File: src/rtl/sha256_msg_bridge_pkg.sv
// Shared register indices, STATUS bit positions and FSM states
// for the SHA-256 message bridge.
package sha_bridge_pkg;

  localparam logic [4:0] IDX_CTRL    = 5'd16;
  localparam logic [4:0] IDX_STATUS  = 5'd17;
  localparam logic [4:0] IDX_DIGEST0 = 5'd24;

  localparam int ST_DONE  = 0;
  localparam int ST_BUSY  = 1;
  localparam int ST_TMO   = 2;
  localparam int ST_WRERR = 3;

  localparam int CTRL_START = 0;
  localparam int CTRL_CLR   = 1;

  typedef enum logic [1:0] {
    IDLE,
    CRST,
    RUN,
    DONE
  } state_t;

endpackage

File: src/rtl/sha256_msg_bridge.sv
// Register bridge between a 32-bit bus and a SHA-256 core.
// Define SHA_BRIDGE_TIMEOUT_EN to bound the RUN state by TIMEOUT_CYCLES.
module sha256_msg_bridge
  import sha_bridge_pkg::*;
#(
  parameter int TIMEOUT_CYCLES  = 2048,
  parameter int CORE_RST_CYCLES = 2
) (
  input  logic         clk,
  input  logic         reset,
  input  logic         wr_en,
  input  logic [4:0]   wr_addr,
  input  logic [31:0]  wr_data,
  input  logic         rd_en,
  input  logic [4:0]   rd_addr,
  output logic [31:0]  rd_data,
  output logic         rd_valid,
  output logic [0:511] core_message,
  output logic         core_reset,
  input  logic         core_ready,
  input  logic [255:0] core_hash,
  output logic         irq
);

  if (CORE_RST_CYCLES < 1 || TIMEOUT_CYCLES < 1) begin : g_bad_param
    $error("sha256_msg_bridge: cycle parameters must be >= 1");
  end

  localparam int RW = $clog2(CORE_RST_CYCLES + 1);

  state_t        state, state_nx;
  logic [RW-1:0] rst_cnt;
  logic [31:0]   msg [16];
  logic [255:0]  digest;
  logic [31:0]   dig_w [8];
  logic          wr_err, tmo_flag, tmo_hit;
  logic          busy, done;
  logic          msg_wr, ctrl_wr, start, start_ok, capture;
  logic [31:0]   status, rd_mux;

  assign busy     = (state == CRST) || (state == RUN);
  assign done     = (state == DONE);
  assign msg_wr   = wr_en && !wr_addr[4];
  assign ctrl_wr  = wr_en && (wr_addr == IDX_CTRL);
  assign start    = ctrl_wr && wr_data[CTRL_START];
  assign start_ok = start && !busy;
  assign capture  = (state == RUN) && core_ready;

  // reset input also drives the core reset so the core is
  // held during the bridge's own reset cycle
  assign core_reset = reset || (state == CRST);
  assign irq        = done;

  always_comb begin
    for (int i = 0; i < 16; i++) begin
      core_message[32*i +: 32] = msg[i];
    end
    for (int k = 0; k < 8; k++) begin
      dig_w[k] = digest[255-32*k -: 32];
    end
  end

  always_comb begin
    state_nx = state;
    unique case (state)
      IDLE, DONE: if (start_ok) state_nx = CRST;
      CRST: begin
        if (rst_cnt == RW'(CORE_RST_CYCLES - 1)) state_nx = RUN;
      end
      RUN: if (capture || tmo_hit) state_nx = DONE;
      default: state_nx = IDLE;
    endcase
  end

  always_ff @(posedge clk) begin
    if (reset) begin
      state    <= IDLE;
      rst_cnt  <= '0;
      digest   <= '0;
      wr_err   <= 1'b0;
      rd_data  <= '0;
      rd_valid <= 1'b0;
      for (int i = 0; i < 16; i++) msg[i] <= '0;
    end else begin
      state    <= state_nx;
      rst_cnt  <= (state == CRST) ? rst_cnt + 1'b1 : '0;
      rd_valid <= rd_en;
      rd_data  <= rd_en ? rd_mux : '0;
      if (capture) digest <= core_hash;
      if (msg_wr && !busy) msg[wr_addr[3:0]] <= wr_data;
      // a fresh violation outranks a clear in the same write
      if ((msg_wr || start) && busy) wr_err <= 1'b1;
      else if (ctrl_wr && wr_data[CTRL_CLR]) wr_err <= 1'b0;
    end
  end

`ifdef SHA_BRIDGE_TIMEOUT_EN
  localparam int TW = $clog2(TIMEOUT_CYCLES + 1);
  logic [TW-1:0] run_cnt;

  assign tmo_hit = (state == RUN) && !core_ready &&
                   (run_cnt == TW'(TIMEOUT_CYCLES - 1));

  always_ff @(posedge clk) begin
    if (reset) begin
      run_cnt  <= '0;
      tmo_flag <= 1'b0;
    end else begin
      run_cnt <= (state == RUN) ? run_cnt + 1'b1 : '0;
      if (start_ok) tmo_flag <= 1'b0;
      else if (tmo_hit) tmo_flag <= 1'b1;
    end
  end
`else
  assign tmo_hit  = 1'b0;
  assign tmo_flag = 1'b0;
`endif

  always_comb begin
    status           = '0;
    status[ST_DONE]  = done;
    status[ST_BUSY]  = busy;
    status[ST_TMO]   = tmo_flag;
    status[ST_WRERR] = wr_err;
  end

  always_comb begin
    rd_mux = '0;
    unique case (1'b1)
      !rd_addr[4]:                rd_mux = msg[rd_addr[3:0]];
      rd_addr == IDX_STATUS:      rd_mux = status;
      rd_addr[4:3] == IDX_DIGEST0[4:3]: rd_mux = dig_w[rd_addr[2:0]];
      default:                    rd_mux = '0;
    endcase
  end

endmodule
File: config.mk
export PLATFORM = sky130hd
export DESIGN_NAME = sha256_msg_bridge
export DESIGN_NICKNAME = d
export VERILOG_FILES = /design/src/rtl/sha256_msg_bridge_pkg.sv /design/src/rtl/sha256_msg_bridge.sv
export SDC_FILE = /design/constraint.sdc
export NUM_CORES = 1
export LEC_CHECK = 0
export ABC_AREA = 1
export BUFFER_PORTS_ARGS = -buffer_cell sky130_fd_sc_hd__buf_2
export CAP_MARGIN = 20
export CORE_UTILIZATION = 30
export CTS_CLUSTER_DIAMETER = 120
export DETAILED_ROUTE_END_ITERATION = 10
export GPL_TIMING_DRIVEN = 0
export SETUP_SLACK_MARGIN = 0.5
export SLEW_MARGIN = 20
export SYNTH_ARGS = -nofsm -noshare
export SYNTH_HDL_FRONTEND = slang
export SYNTH_SLANG_ARGS = --single-unit
File: constraint.sdc
create_clock -name clk -period 2.65 [get_ports clk]
set_clock_uncertainty 0.2 [all_clocks]
set_input_delay 0.3975 -clock clk [delete_from_list [all_inputs] [get_ports clk]]
set_output_delay 0.3975 -clock clk [all_outputs]
set_load 0.01 [all_outputs]
=== After elaboration in Yosys (flattened, before gate mapping) ===
Memories as Yosys holds them, arrays and structs flattened.
Index checks and enable logic that the tools add are counted.

* Bits in registers: 294
* RAM bits: 512
* Bits of input ports: 303
* Output and inout bits: 547
* Logic and storage cells: 61
* Memories: 1

{| class="wikitable"
|+ Memories
! memory !! words !! width !! rd ports !! clocked after memory_dff !! wr ports !! line !! source
|-
| msg || 16 || 32 || 17 || 0 || 16 || sha256_msg_bridge.sv:33 || <nowiki>logic [31:0] msg [16];</nowiki>
|}

* Add/subtract/negate cells: 1
* Order comparisons: 1
* Equality and inequality tests: 10
* Muxes and demuxes: 18
* Bitwise logic cells: 3
* Reductions and logical operators: 21

{| class="wikitable"
|+ Operators with widths
! cell !! number
|-
| $bmux 32 s3 || 1
|-
| $mux 32 || 3
|-
| $pmux 32 s3 || 1
|-
| $reduce_or 32->1 || 1
|-
| $eq 5x5->1 const B || 2
|-
| $logic_and 1x1->1 || 8
|-
| $mux 1 || 8
|-
| $eq 2x2->1 const B || 3
|-
| $mux 2 || 3
|-
| $pmux 2 s3 || 1
|-
| $reduce_or 2->1 || 3
|-
| $eq 2x1->1 const B || 2
|-
| $ge 4x4->1 const B || 1
|-
| $mux 4 || 1
|-
| $ne 2x2->1 const B || 2
|-
| $not 3->4 || 1
|-
| $logic_not 1->1 || 3
|-
| $logic_or 1x1->1 || 3
|-
| $reduce_and 3->1 || 1
|-
| $add 2x1->2 const B || 1
|-
| $logic_not 2->1 || 1
|-
| $ne 2x1->1 const B || 1
|-
| $not 1->1 || 2
|-
| $reduce_bool 2->1 || 1
|}

=== Longest topological paths before layout ===
Gate-level depths: netlist of run 1.

* Depth after elaboration: 9
* Depth in mapped cells: 12
* Gate-level depth less buffers: 9

=== Worst setup path before layout of run 1 ===
Ideal clock, no wire load.

* Path type: register to register
* Start: register state[0]
* End: memory msg[10][0] (enable)
* Setup time: 389 ps
* Data arrival time: 2103 ps
* Required time: 2061 ps
* Path slack: -42 ps
* Cell stages (with the launch flop): 8
* Path buffers: 1
* Period minus slack after synthesis: 2692 ps
* Path through: dfxtp_1 inv_1 ha_1 nand3_1 nor3_2 nand2_1 buf_2 nand2_1

{| class="wikitable"
|+ RTL lines
! element !! line !! source
|-
| start: declaration || sha256_msg_bridge.sv:31 || <nowiki>state_t state, state_nx;</nowiki>
|-
| start signal: assignment || sha256_msg_bridge.sv:85 || <nowiki>state <= state_nx;</nowiki>
|-
| end: declaration || sha256_msg_bridge.sv:33 ||
|}

=== Final worst setup path of run 1 ===
* Start: input rd_addr[3]
* End: register rd_data[22]

* Longest elaborated chain between the ends: 2
* Elaborated cells on any way between the ends: 4
* Classes of those cells: 2 x eq/ne; 1 x mux; 1 x memory

{| class="wikitable"
|+ RTL lines
! element !! line !! source
|-
| start: declaration || sha256_msg_bridge.sv:15 || <nowiki>input logic [4:0] rd_addr,</nowiki>
|-
| $mem_v2 16x32, or another cell as far along || -- ||
|-
| $pmux 32 s3 (*) || sha256_msg_bridge.sv:129 || <nowiki>unique case (1'b1)</nowiki>
|-
| end signal: assignment || sha256_msg_bridge.sv:88 || <nowiki>rd_data <= rd_en ? rd_mux : '0;</nowiki>
|-
| end: declaration || sha256_msg_bridge.sv:16 || <nowiki>output logic [31:0] rd_data,</nowiki>
|}

Every way passes the cells marked *; elsewhere a longest branch is shown, timed or not.
A chain may end at the register's enable or synchronous reset.

==> flow_summary.json, run 1 <==
{
  "syn_area_um2": 36400,
  "dp_slack_ns": -0.976,
  "grt_pass1_vias": 36000,
  "grt_pass1_wl_um": 301000,
  "worst_pin_slew_ns": 1.26,
  "reg2reg_depth": 9,
  "die_area_um2": 123000,
  "drtIter0Drc": 5434,
  "clk_pin_slew_ns": 0.05,
  "grt-ovfl-total": 0,
  "root_buffer": "clkbuf_16",
  "r2r_end": "msg[13][9]",
  "track_usage_pct": 36.7,
  "post_drt_wl_per_cell_um": 31.9,
  "synth_top_area_cell": "edfxtp_1",
  "post_dp_cell_area_um2": 42900,
  "finalWorstSetupSlack_ns": 0.306,
  "syn_avg_cell_area_um2": 8.36,
  "antenna_found_initial": 25,
  "hold-path-cell-count": 3,
  "start_util_pct": 30.3,
  "firstDrtPassIters": 7,
  "status": "completed",
  "h-tree-depth": 3,
  "min_period_ns": 2.34,
  "routabilityCongestion": 0.961,
  "hold_class": "in2reg",
  "layout_common_cells": "buf_2 (919), nor2_1 (850), nand2_1 (688)",
  "pin_count": 850,
  "timing.fmax_ghz": 0.427,
  "final_area_um2": 52100,
  "layout_commonest_cell": "buf_2",
  "clock_latency_ns": 0.71,
  "synth_edf_count": 512,
  "required_ns": 3.04,
  "fill_cells": 12000,
  "critPathKind": "in2reg",
  "whs_ns": 0.0136,
  "synth.top_cell.area_share_pct": 42.2,
  "synth.area.top_cells": "edfxtp_1 (42%), dfxtp_1 (16%), nor2_1 (9.4%)",
  "final-setup-viol-count": 0,
  "nets": 6015,
  "drt-total-wl_um": 236000,
  "fp.dieH_um": 351,
  "synthXorXnorAreaFrac_pct": 0,
  "synthMuxAreaShare_pct": 0,
  "synthCells": 4362,
  "cts_tree": "done",
  "cellPowerDensity_nw_per_um2": 685,
  "min_from": "rd_en",
  "min_period_over_period_pct": 88.4,
  "synthFlopType": "edfxtp_1",
  "cp-start-kind": "input port",
  "synth_cell_types": 25,
  "leakage_nw": 23.2,
  "place_hpwl_um": 173000,
  "synth-seq-area-share_pct": 58.3,
  "syn-num-nets": 4669,
  "yosys.area_share.simple_pct": 22.9,
  "syn_to_final_growth_pct": 43.0,
  "grt_max_degree": 33,
  "numCtsBuffers": 96,
  "synth_warnings": 0,
  "cts.sinks": 806,
  "synth_top_family_by_area": "simple AND/OR/NAND/NOR gates",
  "synth_fa_ha_area_share_pct": 0.137,
  "ys_async_sr_fraction_pct": 0,
  "drc": 0,
  "vias": 39200,
  "rsz0062_at_grt": "yes",
  "worst_ep_arrival_time_ns": 2.73,
  "hold_violations": 0,
  "drv_slew": 0,
  "fp-row-count": 127,
  "maxCapViolations": 0,
  "via_per_inst": 5.29,
  "ir_drop_uv": 501,
  "end_kind": "flip-flop",
  "clockBufferDepth": 3,
  "rrSetupSlack_ns": 0.34,
  "dp.cells": 6821,
  "core_area_um2": 120000,
  "crit_fanout": 10,
  "synth_compound_area_share_pct": 9.36,
  "slew_headroom_pct": 16.0,
  "rr_startpoint": "state[0]",
  "numPortBuffers": 846,
  "finish.cell_count_without_fillers": 7401,
  "drive_gt1_share_pct": 25.2,
  "synth-seq-cells": 806,
  "hold_end": "rd_data[24]",
  "die_w_um": 351,
  "ant_nets": 0
}
[state kept, by name, indices dropped and copies added (netlist names)]
name,count
state,2
rd_valid,1
wr_err,1
msg,512
rst_cnt,2
dig_w,256
rd_data,32
[synthesized netlist by cell type (2+ instances only)]
| master | instances |
|---|---|
| a21oi_1 | 198 |
| buf_1 | 28 |
| buf_2 | 125 |
| buf_4 | 10 |
| buf_6 | 2 |
| clkbuf_1 | 161 |
| dfxtp_1 | 294 |
| edfxtp_1 | 512 |
| ha_1 | 4 |
| inv_1 | 513 |
| inv_2 | 4 |
| nand2_1 | 722 |
| nand3_1 | 408 |
| nor2_1 | 913 |
| nor3_1 | 2 |
| nor3_2 | 3 |
| o211ai_1 | 81 |
| o21ai_0 | 355 |
| o21ai_1 | 6 |
| or2_2 | 16 |
[stage by stage]
stage                     util, %  setup TNS [ns]  power, mW
after global routing         43.4               0       36.6
after global placement       35.6         -660.58       20.8
after CTS                    42.1               0       35.3
after detailed placement     35.7         -477.62       20.9
final                        43.4               0       35.7
after floorplan                 -               0       18.0
[final cells by class]
type | instances | area [um^2] | area share [%]
flip-flops and latches | 806 | 21300 | 40.8
multi-input cells | 2758 | 13700 | 26.2
repair buffers | 1202 | 7940 | 15.2
clock buffers | 118 | 2590 | 4.97
plain buffers | 326 | 2020 | 3.88
well taps | 1612 | 2020 | 3.87
inverters | 518 | 1950 | 3.74
clock inverters | 54 | 647 | 1.24
diodes | 7 | 17.5 | 0.0336
[how the worst max path moves through the flow]
stage | startpoint | endpoint | slack [ns] | cells after the start
finish | rd_addr[3] | rd_data[22] | 0.31 | 6
global placement | reset | msg[6][15] | -1.71 | 5
detailed placement | rd_addr[1] | rd_data[22] | -0.98 | 10
global route | state[0] | msg[1][27] | 0.30 | 8
floorplan | state[0] | msg[10][0] | 0.45 | 7
CTS | state[0] | msg[13][31] | 0.33 | 9
[repair_timing]
action / 4_1_cts / 5_1_grt
hold buffers: 290 / 0
gates resized for setup: 208 / 341
endpoints found under the hold margin: 423 / 0
pin swaps: 15 / 3
cloned: 38 / 13
setup buffers: 30 / 30
endpoints found under the setup margin: 1315 / 1074
[report_power, final]
group	internal [mW]	switching [mW]
registers	14.5	0.625
logic	2.04	4.54
clock network	8.14	5.86
total	24.7	11.0
[cells by family (layout without fill, tap and decap cells)]
kind of cell / Yosys count / count (layout)
and+or+nand+nor: 2067 / 2113
buffers and inverters: 844 / 2218
DFF: 806 / 806
AOI/OAI and AO/OA: 641 / 641
adders and majority gates: 4 / 4
other: 0 / 7
[metal layers]
layer / vias up / global-route usage (%) / wire length [um]
met5: - / 0 / 58
met4: 4 / 23.7 / 18700
met3: 712 / 12.1 / 28600
met2: 2894 / 58.0 / 105000
met1: 18700 / 42.4 / 83500
li1: 16900 / - / -
[worst max-delay path: stages]
cell and delay [ns]:
buf_2 0.36, clkbuf_1 0.78, nand3_1 0.40, nand2_1 0.25, nand2_1 0.17, a21oi_2 0.32
No activity file was read; power rests on OpenSTA's default activity.
==> run 2: changes to the inputs <==
Settings changed: CELL_PAD_IN_SITES_DETAIL_PLACEMENT set to 2, CELL_PAD_IN_SITES_GLOBAL_PLACEMENT set to 2, CORE_UTILIZATION 30 to 28, CTS_CLUSTER_SIZE set to 30, PLACE_DENSITY_LB_ADDON set to 0.1.
==> run 2 against run 1 <==
  * Flip-flop and latch count unchanged
  * Utilization down 3.0 points
  * Non-clock buffer count up 73
  * Count of clock-buffer cells in the layout down 79
  * Largest cell class unchanged
  * Largest power group unchanged
==> flow_summary.json, run 2 (same netlist as run 1, synthesis figures left out) <==
{
  "status": "completed",
  "largest_reg_flops": 512,
  "clockBufferDepth": 3,
  "top_register": "msg",
  "routabilityCongestion": 0.919,
  "worst_ep_arrival_time_ns": 2.58,
  "start_util_pct": 28.2,
  "numPortBuffers": 846,
  "core_area_um2": 129000,
  "min_period_over_period_pct": 90.9,
  "crit_fanout": 8,
  "drtIter0Drc": 3593,
  "numCtsBuffers": 36,
  "dp_slack_ns": -0.988,
  "grt-ovfl-total": 0,
  "post_drt_wl_per_cell_um": 34.8,
  "maxCapViolations": 0,
  "drv_slew": 0,
  "end_kind": "flip-flop",
  "grt_max_degree": 31,
  "layout_commonest_cell": "buf_2",
  "firstDrtPassIters": 6,
  "fp-row-count": 132,
  "timing.fmax_ghz": 0.415,
  "cp-start-kind": "flip-flop",
  "antenna_found_initial": 31,
  "rsz0062_at_grt": "yes",
  "leakage_nw": 22.9,
  "clk_pin_slew_ns": 0.12,
  "critPathKind": "reg2reg",
  "cts.sinks": 806,
  "slew_headroom_pct": 5.68,
  "track_usage_pct": 37.6,
  "vias": 39800,
  "ant_nets": 0,
  "hold_violations": 0,
  "die_w_um": 363,
  "ir_drop_uv": 427,
  "grt_pass1_wl_um": 336000,
  "via_per_inst": 5.32,
  "grt_pass1_vias": 40700,
  "finish.cell_count_without_fillers": 7481,
  "fp.dieH_um": 363,
  "cts_tree": "done",
  "dp.cells": 6952,
  "layout_common_cells": "buf_2 (905), nor2_1 (702), nand2_1 (687)",
  "hold_class": "in2reg",
  "die_area_um2": 132000,
  "required_ns": 2.82,
  "drive_gt1_share_pct": 27.6,
  "nets": 6019,
  "finalWorstSetupSlack_ns": 0.242,
  "final-setup-viol-count": 0,
  "drt-total-wl_um": 260000,
  "pin_count": 850,
  "place_hpwl_um": 182000,
  "cellPowerDensity_nw_per_um2": 567,
  "drc": 0,
  "h-tree-depth": 2,
  "min_period_ns": 2.41,
  "worst_pin_slew_ns": 1.41,
  "clock_latency_ns": 0.69,
  "syn_to_final_growth_pct": 43.3,
  "root_buffer": "clkbuf_16"
}
run 2: cell count changes in the layout (fill, tap and decap cells not counted), sizes merged:
cell and delta:
buf +53, dlygate4sd3 -3, clkbuf -56, clkinvlp -2
diode +1, nand2 -9, bufinv -12, clkinv -22
run 2: what timing repair did:
item | CTS | global route
setup endpoints to repair | 1305 | 1167
endpoints found under the hold margin | 419 | 0
resized for setup | 219 | 704
pin swaps | 16 | 7
gates cloned | 43 | 15
hold buffers | 287 | 0
buffers inserted | 72 | 47
run 2: power by group:
part	internal, mW	total [mW]	switching, mW
clock	2.75	7.53	4.77
combinational	2.13	6.84	4.70
sequential	14.5	15.2	0.748
run 2: metrics by stage:
step | utilization, % | hold slack (ns) | setup TNS [ns] | total power [mW] | area (um^2)
floorplan | - | 0.205 | 0 | 18.0 | 36600
global placement | 33.2 | 0.217 | -458.27 | 20.9 | 43000
detailed placement | 33.3 | 0.227 | -509.76 | 21.1 | 43000
CTS | 38.2 | 0.00173 | 0 | 29.2 | 49400
global route | 40.4 | 0.0616 | 0 | 30.4 | 52200
finish | 40.4 | 0.0545 | 0 | 29.6 | 52200
run 2: path summary, 6_finish.rpt:
| path | slack, ns | cells after the start | from | endpoint |
|---|---|---|---|---|
| worst max-delay path | 0.24 | 10 | state[0] | msg[9][9] |
| worst min register to register | 0.25 | 1 | rst_cnt[0] | rst_cnt[0] |
| worst min-delay path | 0.05 | 4 | reset | rd_data[24] |
| worst max register to register | 0.24 | 10 | state[0] | msg[9][9] |
run 2: metal layers:
layer	share of wire, %	global-route usage (%)	vias to the layer above	wire (um)
met4	7.7	23.6	14	20000
met2	47	63.5	2041	123000
met3	7.5	7.10	637	19400
met5	0.035	0	-	91
li1	-	-	16800	-
met1	38	43.7	20300	97800
run 2: critical path, cell delays in order (launching register included):
cell	delay (ns)
dfxtp_2	0.36
inv_2	0.05
ha_4	0.28
nand3_4	0.14
buf_6	0.18
nor3_4	0.18
buf_6	0.15
buf_12	0.10
nand2_8	0.06
buf_12	0.23
nand2_8	0.16
run 2: layout make-up:
cell class | count | area, um^2
repair buffers | 1275 | 9250
multi-input cells | 2749 | 14100
clock inverters | 18 | 175
clock buffers | 39 | 955
well taps | 1742 | 2180
inverters | 518 | 1950
fillers | 14400 | 77100
flip-flops and latches | 806 | 21300
plain buffers | 326 | 2300
diodes | 8 | 20.0
